File: src/rtl/silu_pkg.sv
// Shared types and constants for the SiLU sequencer slice.
// Latency: n/a (declarations only).
// Backpressure: n/a.
package silu_pkg;

  // Sequencer FSM states
  typedef enum logic [1:0] {
    IDLE  = 2'd0,
    START = 2'd1,
    WAIT  = 2'd2
  } state_t;

  localparam int FP16_W    = 16;
  localparam int DEF_LANES = 4;
  localparam logic [FP16_W-1:0] FP16_ONE = 16'h3C00;

  // All-zero vector at the default lane count, substituted for a timed-out result
  function automatic logic [FP16_W*DEF_LANES-1:0] zero_vec();
    return '0;
  endfunction

endpackage

File: src/rtl/silu_out_fifo.sv
// Small synchronous FIFO holding completed SiLU result vectors.
// Latency: a push is visible at the head one cycle later; head is combinational from storage.
// Backpressure: push ignored when full, pop ignored when empty; push+pop together keeps occupancy.
module silu_out_fifo
  import silu_pkg::*;
#(
  parameter int WIDTH = FP16_W * DEF_LANES,
  parameter int DEPTH = 2
) (
  input  logic                         clk,
  input  logic                         reset,
  input  logic                         push,
  input  logic                         pop,
  input  logic [WIDTH-1:0]             din,
  output logic [WIDTH-1:0]             head,
  output logic                         full,
  output logic                         empty,
  output logic [$clog2(DEPTH+1)-1:0]   count
);

  localparam int AW = (DEPTH > 1) ? $clog2(DEPTH) : 1;
  localparam int CW = $clog2(DEPTH + 1);

  logic [WIDTH-1:0] mem [DEPTH];
  logic [AW-1:0]    wr_ptr;
  logic [AW-1:0]    rd_ptr;
  logic [CW-1:0]    cnt;
  logic             do_push;
  logic             do_pop;

  assign full    = (cnt == CW'(DEPTH));
  assign empty   = (cnt == '0);
  assign count   = cnt;
  assign do_pop  = pop & ~empty;
  // A pop in the same cycle frees the slot being written
  assign do_push = push & (~full | do_pop);
  assign head    = empty ? '0 : mem[rd_ptr];

  // Storage, pointers and occupancy update
  always_ff @(posedge clk) begin
    if (reset) begin
      wr_ptr <= '0;
      rd_ptr <= '0;
      cnt    <= '0;
      for (int i = 0; i < DEPTH; i++) mem[i] <= '0;
    end else begin
      if (do_push) begin
        mem[wr_ptr] <= din;
        wr_ptr      <= (wr_ptr == AW'(DEPTH - 1)) ? '0 : wr_ptr + 1'b1;
      end
      if (do_pop) begin
        rd_ptr <= (rd_ptr == AW'(DEPTH - 1)) ? '0 : rd_ptr + 1'b1;
      end
      case ({do_push, do_pop})
        2'b10:   cnt <= cnt + 1'b1;
        2'b01:   cnt <= cnt - 1'b1;
        default: cnt <= cnt;
      endcase
    end
  end

endmodule

File: src/rtl/silu_seq_ctrl.sv
// Sequences one vector at a time through a SiLU unit: accept, pulse start, wait for Finished, queue result.
// Latency: accept at T, start pulse at T+1, Finished sampled from T+2, out_valid one cycle after capture.
// Backpressure: in_ready drops while the output FIFO is full; out_data holds while out_valid & !out_ready.
module silu_seq_ctrl
  import silu_pkg::*;
#(
  parameter int DATA_WIDTH = FP16_W,
  parameter int size       = DEF_LANES,
  parameter int TIMEOUT    = 64,
  parameter int OUT_DEPTH  = 2
) (
  input  logic                       clk,
  input  logic                       reset,
  input  logic                       in_valid,
  output logic                       in_ready,
  input  logic [size*DATA_WIDTH-1:0] in_data,
  output logic [size*DATA_WIDTH-1:0] silu_x,
  output logic                       silu_start,
  input  logic                       silu_finished,
  input  logic [size*DATA_WIDTH-1:0] silu_product,
  output logic                       out_valid,
  input  logic                       out_ready,
  output logic [size*DATA_WIDTH-1:0] out_data,
  output logic                       busy,
  output logic                       timeout_err,
  output logic [15:0]                vec_count
);

  localparam int VW  = size * DATA_WIDTH;
  localparam int WCW = $clog2(TIMEOUT);
  localparam int CW  = $clog2(OUT_DEPTH + 1);

  state_t          state;
  state_t          state_nxt;
  logic [WCW-1:0]  wait_cnt;
  logic            done;
  logic            timed_out;
  logic            push;
  logic [VW-1:0]   push_dat;
  logic            accept;
  logic            pop;
  logic [VW-1:0]   fifo_head;
  logic            fifo_full;
  logic            fifo_empty;
  logic [CW-1:0]   occ;

  // Next state and per-state outputs; reset holds the unit cleared via silu_start
  always_comb begin
    state_nxt  = state;
    done       = 1'b0;
    timed_out  = 1'b0;
    push_dat   = '0;
    in_ready   = 1'b0;
    silu_start = reset;
    case (state)
      IDLE: begin
        in_ready = ~reset && (int'(occ) < OUT_DEPTH);
        if (in_valid && in_ready) state_nxt = START;
      end
      START: begin
        silu_start = 1'b1;
        state_nxt  = WAIT;
      end
      WAIT: begin
        if (silu_finished) begin
          done      = 1'b1;
          push_dat  = silu_product;
          state_nxt = IDLE;
        end else if (wait_cnt == WCW'(TIMEOUT - 1)) begin
          done      = 1'b1;
          timed_out = 1'b1;
          state_nxt = IDLE;
        end
      end
      default: state_nxt = IDLE;
    endcase
  end

  assign accept = in_valid & in_ready;
  // in_ready gating already guarantees space; the full guard only protects storage
  assign push   = done & ~fifo_full;
  assign busy   = (state != IDLE);

  // FSM state register
  always_ff @(posedge clk) begin
    if (reset) state <= IDLE;
    else       state <= state_nxt;
  end

  // WAIT cycle counter, cleared while the start pulse is out
  always_ff @(posedge clk) begin
    if (reset)                                wait_cnt <= '0;
    else if (state == START)                  wait_cnt <= '0;
    else if (state == WAIT && !silu_finished) wait_cnt <= wait_cnt + 1'b1;
  end

  // Operand register: stable from one accept to the next
  always_ff @(posedge clk) begin
    if (reset)       silu_x <= '0;
    else if (accept) silu_x <= in_data;
  end

  // Sticky timeout flag and completed-vector counter
  always_ff @(posedge clk) begin
    if (reset) begin
      timeout_err <= 1'b0;
      vec_count   <= '0;
    end else begin
      if (timed_out) timeout_err <= 1'b1;
      if (done)      vec_count   <= vec_count + 16'd1;
    end
  end

  assign out_valid = ~fifo_empty & ~reset;
  assign out_data  = reset ? '0 : fifo_head;
  assign pop       = out_valid & out_ready;

  silu_out_fifo #(
    .WIDTH (VW),
    .DEPTH (OUT_DEPTH)
  ) u_out_fifo (
    .clk   (clk),
    .reset (reset),
    .push  (push),
    .pop   (pop),
    .din   (push_dat),
    .head  (fifo_head),
    .full  (fifo_full),
    .empty (fifo_empty),
    .count (occ)
  );

endmodule

File: config.mk
export PLATFORM = sky130hd
export DESIGN_NAME = silu_seq_ctrl
export DESIGN_NICKNAME = d
export VERILOG_FILES = /design/src/rtl/silu_pkg.sv /design/src/rtl/silu_out_fifo.sv /design/src/rtl/silu_seq_ctrl.sv
export SDC_FILE = /design/constraint.sdc
export NUM_CORES = 1
export LEC_CHECK = 0
export ABC_CLOCK_PERIOD_IN_PS = 7100
export CORE_UTILIZATION = 25
export CTS_CLUSTER_DIAMETER = 40
export DETAILED_ROUTE_END_ITERATION = 8
export PLACE_DENSITY = 0.57
export SETUP_SLACK_MARGIN = 0.15
export SKIP_LAST_GASP = 1
export SLEW_MARGIN = 20
export SYNTH_ARGS = -nofsm -noshare
export SYNTH_HDL_FRONTEND = slang
export SYNTH_SLANG_ARGS = --single-unit
File: constraint.sdc
create_clock -name clk -period 7.1 [get_ports clk]
set_input_delay 0.71 -clock clk [delete_from_list [all_inputs] [get_ports clk]]
set_output_delay 0.71 -clock clk [all_outputs]
set_load 0.005 [all_outputs]
**After elaboration in Yosys (flattened, before gate mapping)**

Memories as Yosys holds them, arrays and structs flattened. A register that Yosys moved wholly into a read port is not among the register bits.
Cells that the tools add are included.

- Register bits after elaboration: 93
- Bits in writable memories: 128
- Input port bits: 133
- Output and inout bits: 149
- Word-level logic and storage cells: 73
- Memories kept: 1

Memories:

| name | words | width | read ports | clocked after Yosys merged registers in | wr ports | RTL line | RTL |
|---|---|---|---|---|---|---|---|
| u_out_fifo.mem | 2 | 64 | 1 | 1 | 2 | silu_out_fifo.sv:24 | `logic [WIDTH-1:0] mem [DEPTH];` |

- Add/subtract/negate cells: 6
- Order comparisons: 1
- Eq/ne operators: 8
- Muxes and demuxes: 28
- Bitwise logic cells: 10
- Reduce and logical (&&, ||, !) cells: 11

Operators with widths:

| kind | count |
|---|---|
| $mux W64 | 5 |
| $reduce_or A64 Y1 | 1 |
| $mux W1 | 18 |
| $add A16 B1 Y16 const B | 1 |
| $add A6 B1 Y6 const B | 1 |
| $and A1 B1 Y1 | 6 |
| $eq A2 B2 Y1 const B | 3 |
| $eq A6 B6 Y1 const B | 1 |
| $mux W2 | 3 |
| $pmux W2 S3 | 1 |
| $eq A2 B1 Y1 const B | 2 |
| $logic_not A2 Y1 | 2 |
| $pmux W2 S2 | 1 |
| $reduce_bool A2 Y1 | 2 |
| $logic_and A1 B1 Y1 | 3 |
| $ne A3 B3 Y1 const B | 1 |
| $not A1 Y1 | 3 |
| $add A1 B1 Y1 const B | 2 |
| $add A2 B1 Y2 const B | 1 |
| $lt A2 B2 Y1 const B | 1 |
| $ne A2 B2 Y1 const B | 1 |
| $reduce_and A2 Y1 | 1 |
| $reduce_or A2 Y1 | 1 |
| $sub A2 B1 Y2 const B | 1 |
| 2 further kinds | 2 |

**Depth between registers and ports, before layout**

Gate-level depths: netlist (run 1).

- Depth in word-level cells: 12
- Depth in mapped cells: 8
- Mapped depth without buffers: 7

**Modules after synthesis**

From an unflattened synthesis (run 1), not the netlist that was laid out.

- Cell total of the unflattened synthesis: 1016
- Area, all modules: 10515.1 um^2

Modules (own cells, without submodules):

| module | instances | cells each | area each (um^2) | sequential area each (um^2) |
|---|---|---|---|---|
| silu_out_fifo | 1 | 445 | 6025.8 | 3943.8 |
| silu_seq_ctrl | 1 | 571 | 4489.3 | 1781.7 |

**Worst setup path before layout (run 1)**

No wires, ideal clock.

- Path type: input port to flip-flop
- Start: in silu_finished
- End: mem u_out_fifo.mem[0][0] in the netlist's numbering (enable)
- Setup time: 499 ps
- Arrival time: 4488 ps
- Data required time: 6601 ps
- Setup slack: 2113 ps
- Stages on the path: 5
- Buffers on the path: 1
- Path through: and3b_1 a31oi_4 buf_2 or2_2 o21bai_1

RTL lines:

| what | RTL line | RTL |
|---|---|---|
| from (decl) | silu_seq_ctrl.sv:19 | `input logic silu_finished,` |
| to (decl) | silu_out_fifo.sv:24 |  |

==> metrics.txt, run 1 <==
status=finished clean; R2R Setup Slk=3790 ps; Top delay family on crit path=buffers and inverters; initial drt markers=262; met3 GRT Util=5.46%; CTS sink count=222; WP buf/inv=2; post-layout instance area=13800 µm²; I/O Pins=282; Worst Hold Launch=silu_x[52]; CTS tree=yes; antenna violations before repair=1; met1 Resource Use GR=16.6%; fin crit share=49.3%; Worst setup SP type=flop; Post-CTS Setup Inserts=0; Final Hold Fails=0; max_cap viols=0; syn_nets=999; Initial Util=25.4%; DRC=0; Longest Clk Path Bufs=3; Max Clock Freq=286 MHz; CTS Buf Count=40; Post-CTS Hold Fix Bufs=0; H-tree depth=2; Critical R2R Capture=u_out_fifo.mem[1][17]; HP Class=reg -> reg; via count=7357; Chip Width=195 µm; final setup fails=0; post-CTS sizing=0; row count=70; Post-Syn Area per Cell=10.8 µm²; crit path kind=reg -> out; Cell variety after synth=39; CTS clock-pin slew for the worst setup and hold paths=50 ps; CP arrival=2790 ps; crit end category=primary output; setup TNS=0 ps; CP Depth=4; vias in the first global route=7409; worst r2r src=wait_cnt[0]; Layout Skew=19.9 ps; number of I/O port buffers=281; Clock Root Buffer=clkbuf_16; Worst R2R Path Depth=5; clk_lat worst skew=520 ps; Synth Flop Type=edfxtp_1; max_slew headroom=28.8%; routed len/inst=16.0 µm; global-route wire length before repair=40600 µm; crit path to=out_data[48]; Post-synth EDFFs=128; cell chain of the critical path=buf_4 -> mux2i_1 -> nor2_1 -> clkdlybuf4s50_1; Pwr Density=253 nW/µm²; Synth async-reset ratio=0%; Mapped Area=9310 µm²; GR Overflow Total=0; RePlAce Congestion=0.686; Detailed Route WL=25900 µm; VDD IR-drop max=0.000159 V; worst-path maximum fanout=56; GR peak layer=met2; #FFs+latches synth=222; core region area=36600 µm²; Final Util=37.8%; slowest CP cell=buf_4; Die Footprint=38000 µm²; layout cell share with drive strength beyond 1=8.24%; crit-path max cell delay=800 ps; DP Area=12500 µm²; FILL cells=3569; Tmin final=3500 ps; Worst-Margin Slew=1070 ps; 1st-pass router iterations=4; Yosys warnings=0; Vert. Die Dim=195 µm; routing usage on met2=21.3%; Power, Total=3.50 mW; nets@finish=1258; GRT Total Usage=13.4%; Post-Synthesis Cells=863; CP Data Required Time=6390 ps; unrepaired setup endpoints after global routing=no; DP HPWL=15800 µm; Area Overhead vs Synth=48.4%; register area share after synthesis=61.5%; vias per std cell=4.53; largest net degree at the start of global routing=129; Lkg Pwr=5.14 nW; max-slew violations=0; Final ANT Viol Nets=0
## report_power, final
group / total (mW) / switching, mW / leakage [nW] / internal, mW
clock: 1.83 / 0.684 / 0.617 / 1.14
combinational: 0.247 / 0.114 / 2.43 / 0.133
sequential: 1.43 / 0.0192 / 2.09 / 1.41
## logic make-up (layout without fill, tap and decap cells)
logic type,Yosys count,in the layout,synth area share [%]
buffers and inverters,77,367,3.56
AO/OA/AOI/OAI,98,98,5.80
flip-flops,222,222,61.5
XOR/XNOR,9,9,0.846
multiplexers,67,67,7.21
adder cells (fa/ha/maj),3,3,0.403
AND/OR/NAND/NOR,387,387,20.7
other,0,2,0
## cell usage in the layout, fill, tap and decap left out, drive strengths merged, types with 4 or more instances in the layout
cell type / Yosys / routed
a21oi: 79 / 79
and3: 129 / 129
buf: 24 / 10
clkbuf: 49 / 41
clkdlybuf4s50: 0 / 280
clkinv: 0 / 15
clkinvlp: 0 / 9
dfxtp: 94 / 94
edfxtp: 128 / 128
inv: 4 / 10
mux2i: 66 / 66
nand2: 136 / 136
nand3: 6 / 6
nand4: 6 / 6
nor2: 77 / 77
nor2b: 4 / 4
o21ai: 4 / 4
o31ai: 10 / 10
or3: 4 / 4
or4: 10 / 10
xor2: 6 / 6
## cell type report
class	instances	area [µm²]	share of cell area, %
antenna	2	5.00	0.0362
clock buffer	41	1030	7.42
clock inverter	32	280	2.03
inverter	4	15.0	0.109
multi-input combinational	564	3300	23.9
sequential	222	5730	41.4
tap	468	586	4.24
timing repair buffer	290	2880	20.8
## through the flow
stage | worst slack, ps | std cells | hold WS [ps]
final | 3600 | 1623 | 453
after global routing | 3420 | 1621 | 472
after CTS | 3540 | 1621 | 453
after detailed placement | 3200 | 1548 | 447
after global placement | 3200 | 1548 | 440
after floorplan | 2110 | 863 | 453
## flip-flops by register name, summed over array words and instances (netlist names), named ones only
signal             cells
silu_x                64
u_out_fifo.mem       128
u_out_fifo.rd_ptr      1
u_out_fifo.wr_ptr      1
wait_cnt               6
timeout_err            1
vec_count             16
state                  2
u_out_fifo.count       2
## worst min-delay path by stage
stage	cells past startpoint	slack [ps]	to
after floorplan	2	450	silu_x[0]
after global placement	2	440	silu_x[27]
after detailed placement	2	450	silu_x[52]
after CTS	2	450	silu_x[52]
after global routing	2	470	silu_x[47]
final	2	450	silu_x[52]
## synthesized netlist by cell type (5+ instances only)
master	number	area, µm²
nand2_1	136	510
and3_1	129	807
edfxtp_1	128	3840
dfxtp_1	94	1880
a21oi_1	79	395
nor2_1	77	289
mux2i_1	66	661
clkbuf_1	44	165
buf_2	20	100
o31ai_1	10	75.1
or4_1	10	75.1
nand3_1	6	30.0
nand4_1	6	37.5
xor2_1	6	52.6
clkbuf_2	5	25.0
## metal layers
| layer | up-vias | wire length [µm] | share of wire (%) |
|---|---|---|---|
| li1 | 3590 | - | - |
| met1 | 3432 | 11200 | 43 |
| met2 | 295 | 11600 | 45 |
| met3 | 40 | 2630 | 10 |
| met4 | 0 | 485 | 1.9 |
| met5 | - | 0 | 0 |
## tightest hold or removal path: cells and delay by family (launching register included)
kind / cells / cell delay, ps
AOI/OAI and AO/OA: 1 / 50
DFF: 1 / 300
and+or+nand+nor: 1 / 50
Note: power is estimated with default switching activity, not from simulation.
==> inputs of run 2 (changes only) <==
--- a/config.mk
+++ b/config.mk
@@ -5,11 +5,11 @@
 export SDC_FILE = /design/constraint.sdc
 export NUM_CORES = 1
 export LEC_CHECK = 0
-export ABC_CLOCK_PERIOD_IN_PS = 7100
+export ABC_CLOCK_PERIOD_IN_PS = 3190
 export CORE_UTILIZATION = 25
 export CTS_CLUSTER_DIAMETER = 40
 export DETAILED_ROUTE_END_ITERATION = 8
-export PLACE_DENSITY = 0.57
+export PLACE_DENSITY = 0.59
 export SETUP_SLACK_MARGIN = 0.15
 export SKIP_LAST_GASP = 1
 export SLEW_MARGIN = 20
==> constraint.sdc (replaced) <==
create_clock -name clk -period 3.19 [get_ports clk]
set_input_delay 0.319 -clock clk [delete_from_list [all_inputs] [get_ports clk]]
set_output_delay 0.319 -clock clk [all_outputs]
set_load 0.005 [all_outputs]
==> run 2 against run 1 <==
Effect of this change:
- via count increased by 0.29%
- global-route usage increased by 0.38 points
- first-iteration DRC count increased by 38%
- clock skew decreased by 12 ps
- largest power group unchanged
- flip-flop and latch count unchanged
- final cell count increased by 0.18%
- highest routed layer is now met5
- non-clock buffer count increased by 9
- utilization increased by 0.30 points
- power increased by 120%
- clock power increased by 120%
- critical endpoint is now out_data[54]
- wire length increased by 3.0%
==> metrics.txt, run 2 (same netlist as run 1, synthesis figures left out) <==
status=finished clean; Worst Hold Launch=reset; GR Overflow Total=0; Worst setup SP type=flop; global-route wire length before repair=41200 µm; worst r2r src=u_out_fifo.count[1]; crit-path max cell delay=580 ps; Lkg Pwr=5.21 nW; Longest Clk Path Bufs=3; CTS Buf Count=38; clk_lat worst skew=520 ps; Max Clock Freq=374 MHz; Largest regs=u_out_fifo.mem (128), silu_x (64), vec_count (16); initial drt markers=362; internal power=6.05 mW; antenna violations before repair=1; CTS tree=yes; CTS sink count=222; setup TNS=0 ps; Detailed Route WL=26700 µm; Final ANT Viol Nets=0; Final Util=38.1%; Switch Pwr=1.73 mW; nets@finish=1266; max_slew headroom=31.6%; cell chain of the critical path=o21bai_4 -> buf_4 -> nor2_1 -> clkdlybuf4s50_1; vias per std cell=4.54; most used cells in the layout excluding fill and tap cells=280 x clkdlybuf4s50_1, 135 x nand2_1, 129 x and3_1; Final Hold Fails=0; crit path kind=reg -> out; Layout Skew=7.60 ps; max-slew violations=0; final setup fails=0; crit end category=primary output; 1st-pass router iterations=4; Clock Root Buffer=clkbuf_16; leading cell type in the layout, fill and taps excluded=clkdlybuf4s50_1; DP HPWL=16600 µm; Sw Ratio=22.2%; Vert. Die Dim=195 µm; core region area=36600 µm²; layout cell share with drive strength beyond 1=8.46%; Area Overhead vs Synth=49.6%; CTS clock-pin slew for the worst setup and hold paths=50 ps; R2R Setup Slk=960 ps; Tmin final=2670 ps; HP Class=in -> reg; Worst-Margin Slew=1030 ps; Critical R2R Capture=u_out_fifo.count[1]; Clk pwr share=51.8%; Pwr Density=558 nW/µm²; unrepaired setup endpoints after global routing=no; max FFs per register=128; vias in the first global route=7423; CP Data Required Time=2870 ps; H-tree depth=2; number of I/O port buffers=281; antenna cells=0; WHS Path Cells=3; Initial Util=25.4%; Worst R2R Path Depth=6; combinational group share of total power=7.3%; row count=70; FILL cells=3651; RePlAce Congestion=0.733; Post-CTS Hold Fix Bufs=0; via count=7378; routed len/inst=16.4 µm; worst-path maximum fanout=18; sequential power share=40.8%; Top reg by flops=u_out_fifo.mem; VDD IR-drop max=0.000344 V; Chip Width=195 µm; slowest CP cell=o21bai_4; Die Footprint=38000 µm²; post-CTS sizing=0; DRC=0; max_cap viols=0; largest net degree at the start of global routing=129; GRT Total Usage=13.8%; CP arrival=2360 ps; I/O Pins=282; fin crit share=83.9%
run 2: changes by cell type in the layout (fill, tap and decap cells not counted):
cell	change
clkinvlp_4	-7
buf_12	+6
clkinv_4	-6
clkbuf_8	+5
clkbuf_1	+4
buf_4	+3
clkbuf_16	-2
clkinv_1	-2
diode_2	-2
bufinv_16	+1
clkinv_2	+1
inv_4	+1
o21bai_2	+1
run 2: metal layers:
metal / part of all wire (%) / global-route usage, %
met1: 43 / 16.9
met5: 0.049 / 0
met3: 9.1 / 5.15
met4: 2.3 / 4.78
met2: 45 / 22.1
run 2: metrics by stage:
stage / instances / power (mW) / hold slack (ps) / setup slack, ps / cell area (µm²)
after global routing: 1626 / 8.09 / 330 / 310 / 13900
after detailed placement: 1557 / 3.81 / 446 / 687 / 12700
final: 1626 / 7.78 / 347 / 515 / 13900
after floorplan: 863 / 3.43 / 453 / 533 / 9320
after CTS: 1625 / 7.90 / 293 / 186 / 13900
after global placement: 1557 / 3.80 / 440 / 660 / 12700
run 2: layout make-up:
class / count / area, µm² / area share, %
flip-flops and latches: 222 / 5730 / 41.1
inverters: 4 / 15.0 / 0.108
multi-input cells: 565 / 3320 / 23.8
clock inverters: 20 / 209 / 1.50
well taps: 468 / 586 / 4.20
repair buffers: 299 / 3020 / 21.7
clock buffers: 48 / 1060 / 7.61
run 2: power by group through the flow:
| stage | Sequential, mW | Combinational [mW] | Clock, mW |
|---|---|---|---|
| final | 3.18 | 0.570 | 4.03 |
| after global routing | 3.19 | 0.624 | 4.28 |
| after CTS | 3.18 | 0.579 | 4.15 |
| after detailed placement | 3.23 | 0.575 | 0 |
| after global placement | 3.23 | 0.576 | 0 |
| after floorplan | 3.23 | 0.199 | 0 |
run 2: what timing repair did:
item / in CTS / in global routing
hold endpoints to repair: 0 / 0
buffers inserted: 0 / 0
setup endpoints to repair: 0 / 32
run 2: worst max-delay path: cells and delay by family, from the launching register on:
kind	cells	cell delay (ps)
DFF	1	420
AOI/OAI and AO/OA	1	580
and+or+nand+nor	1	70
buffers and inverters	2	760
run 2: worst max path at each step:
stage          slack [ps]  depth (start not counted)                   end           startpoint
2_1_floorplan         530                          5  u_out_fifo.mem[0][0]          wait_cnt[0]
3_3_place_gp          660                          6   u_out_fifo.count[1]  u_out_fifo.count[0]
3_5_place_dp          690                          6   u_out_fifo.count[1]  u_out_fifo.count[0]
4_1_cts               190                          4          out_data[54]  u_out_fifo.count[0]
5_1_grt               310                          4          out_data[13]  u_out_fifo.count[1]
6_report              520                          4          out_data[54]  u_out_fifo.count[1]
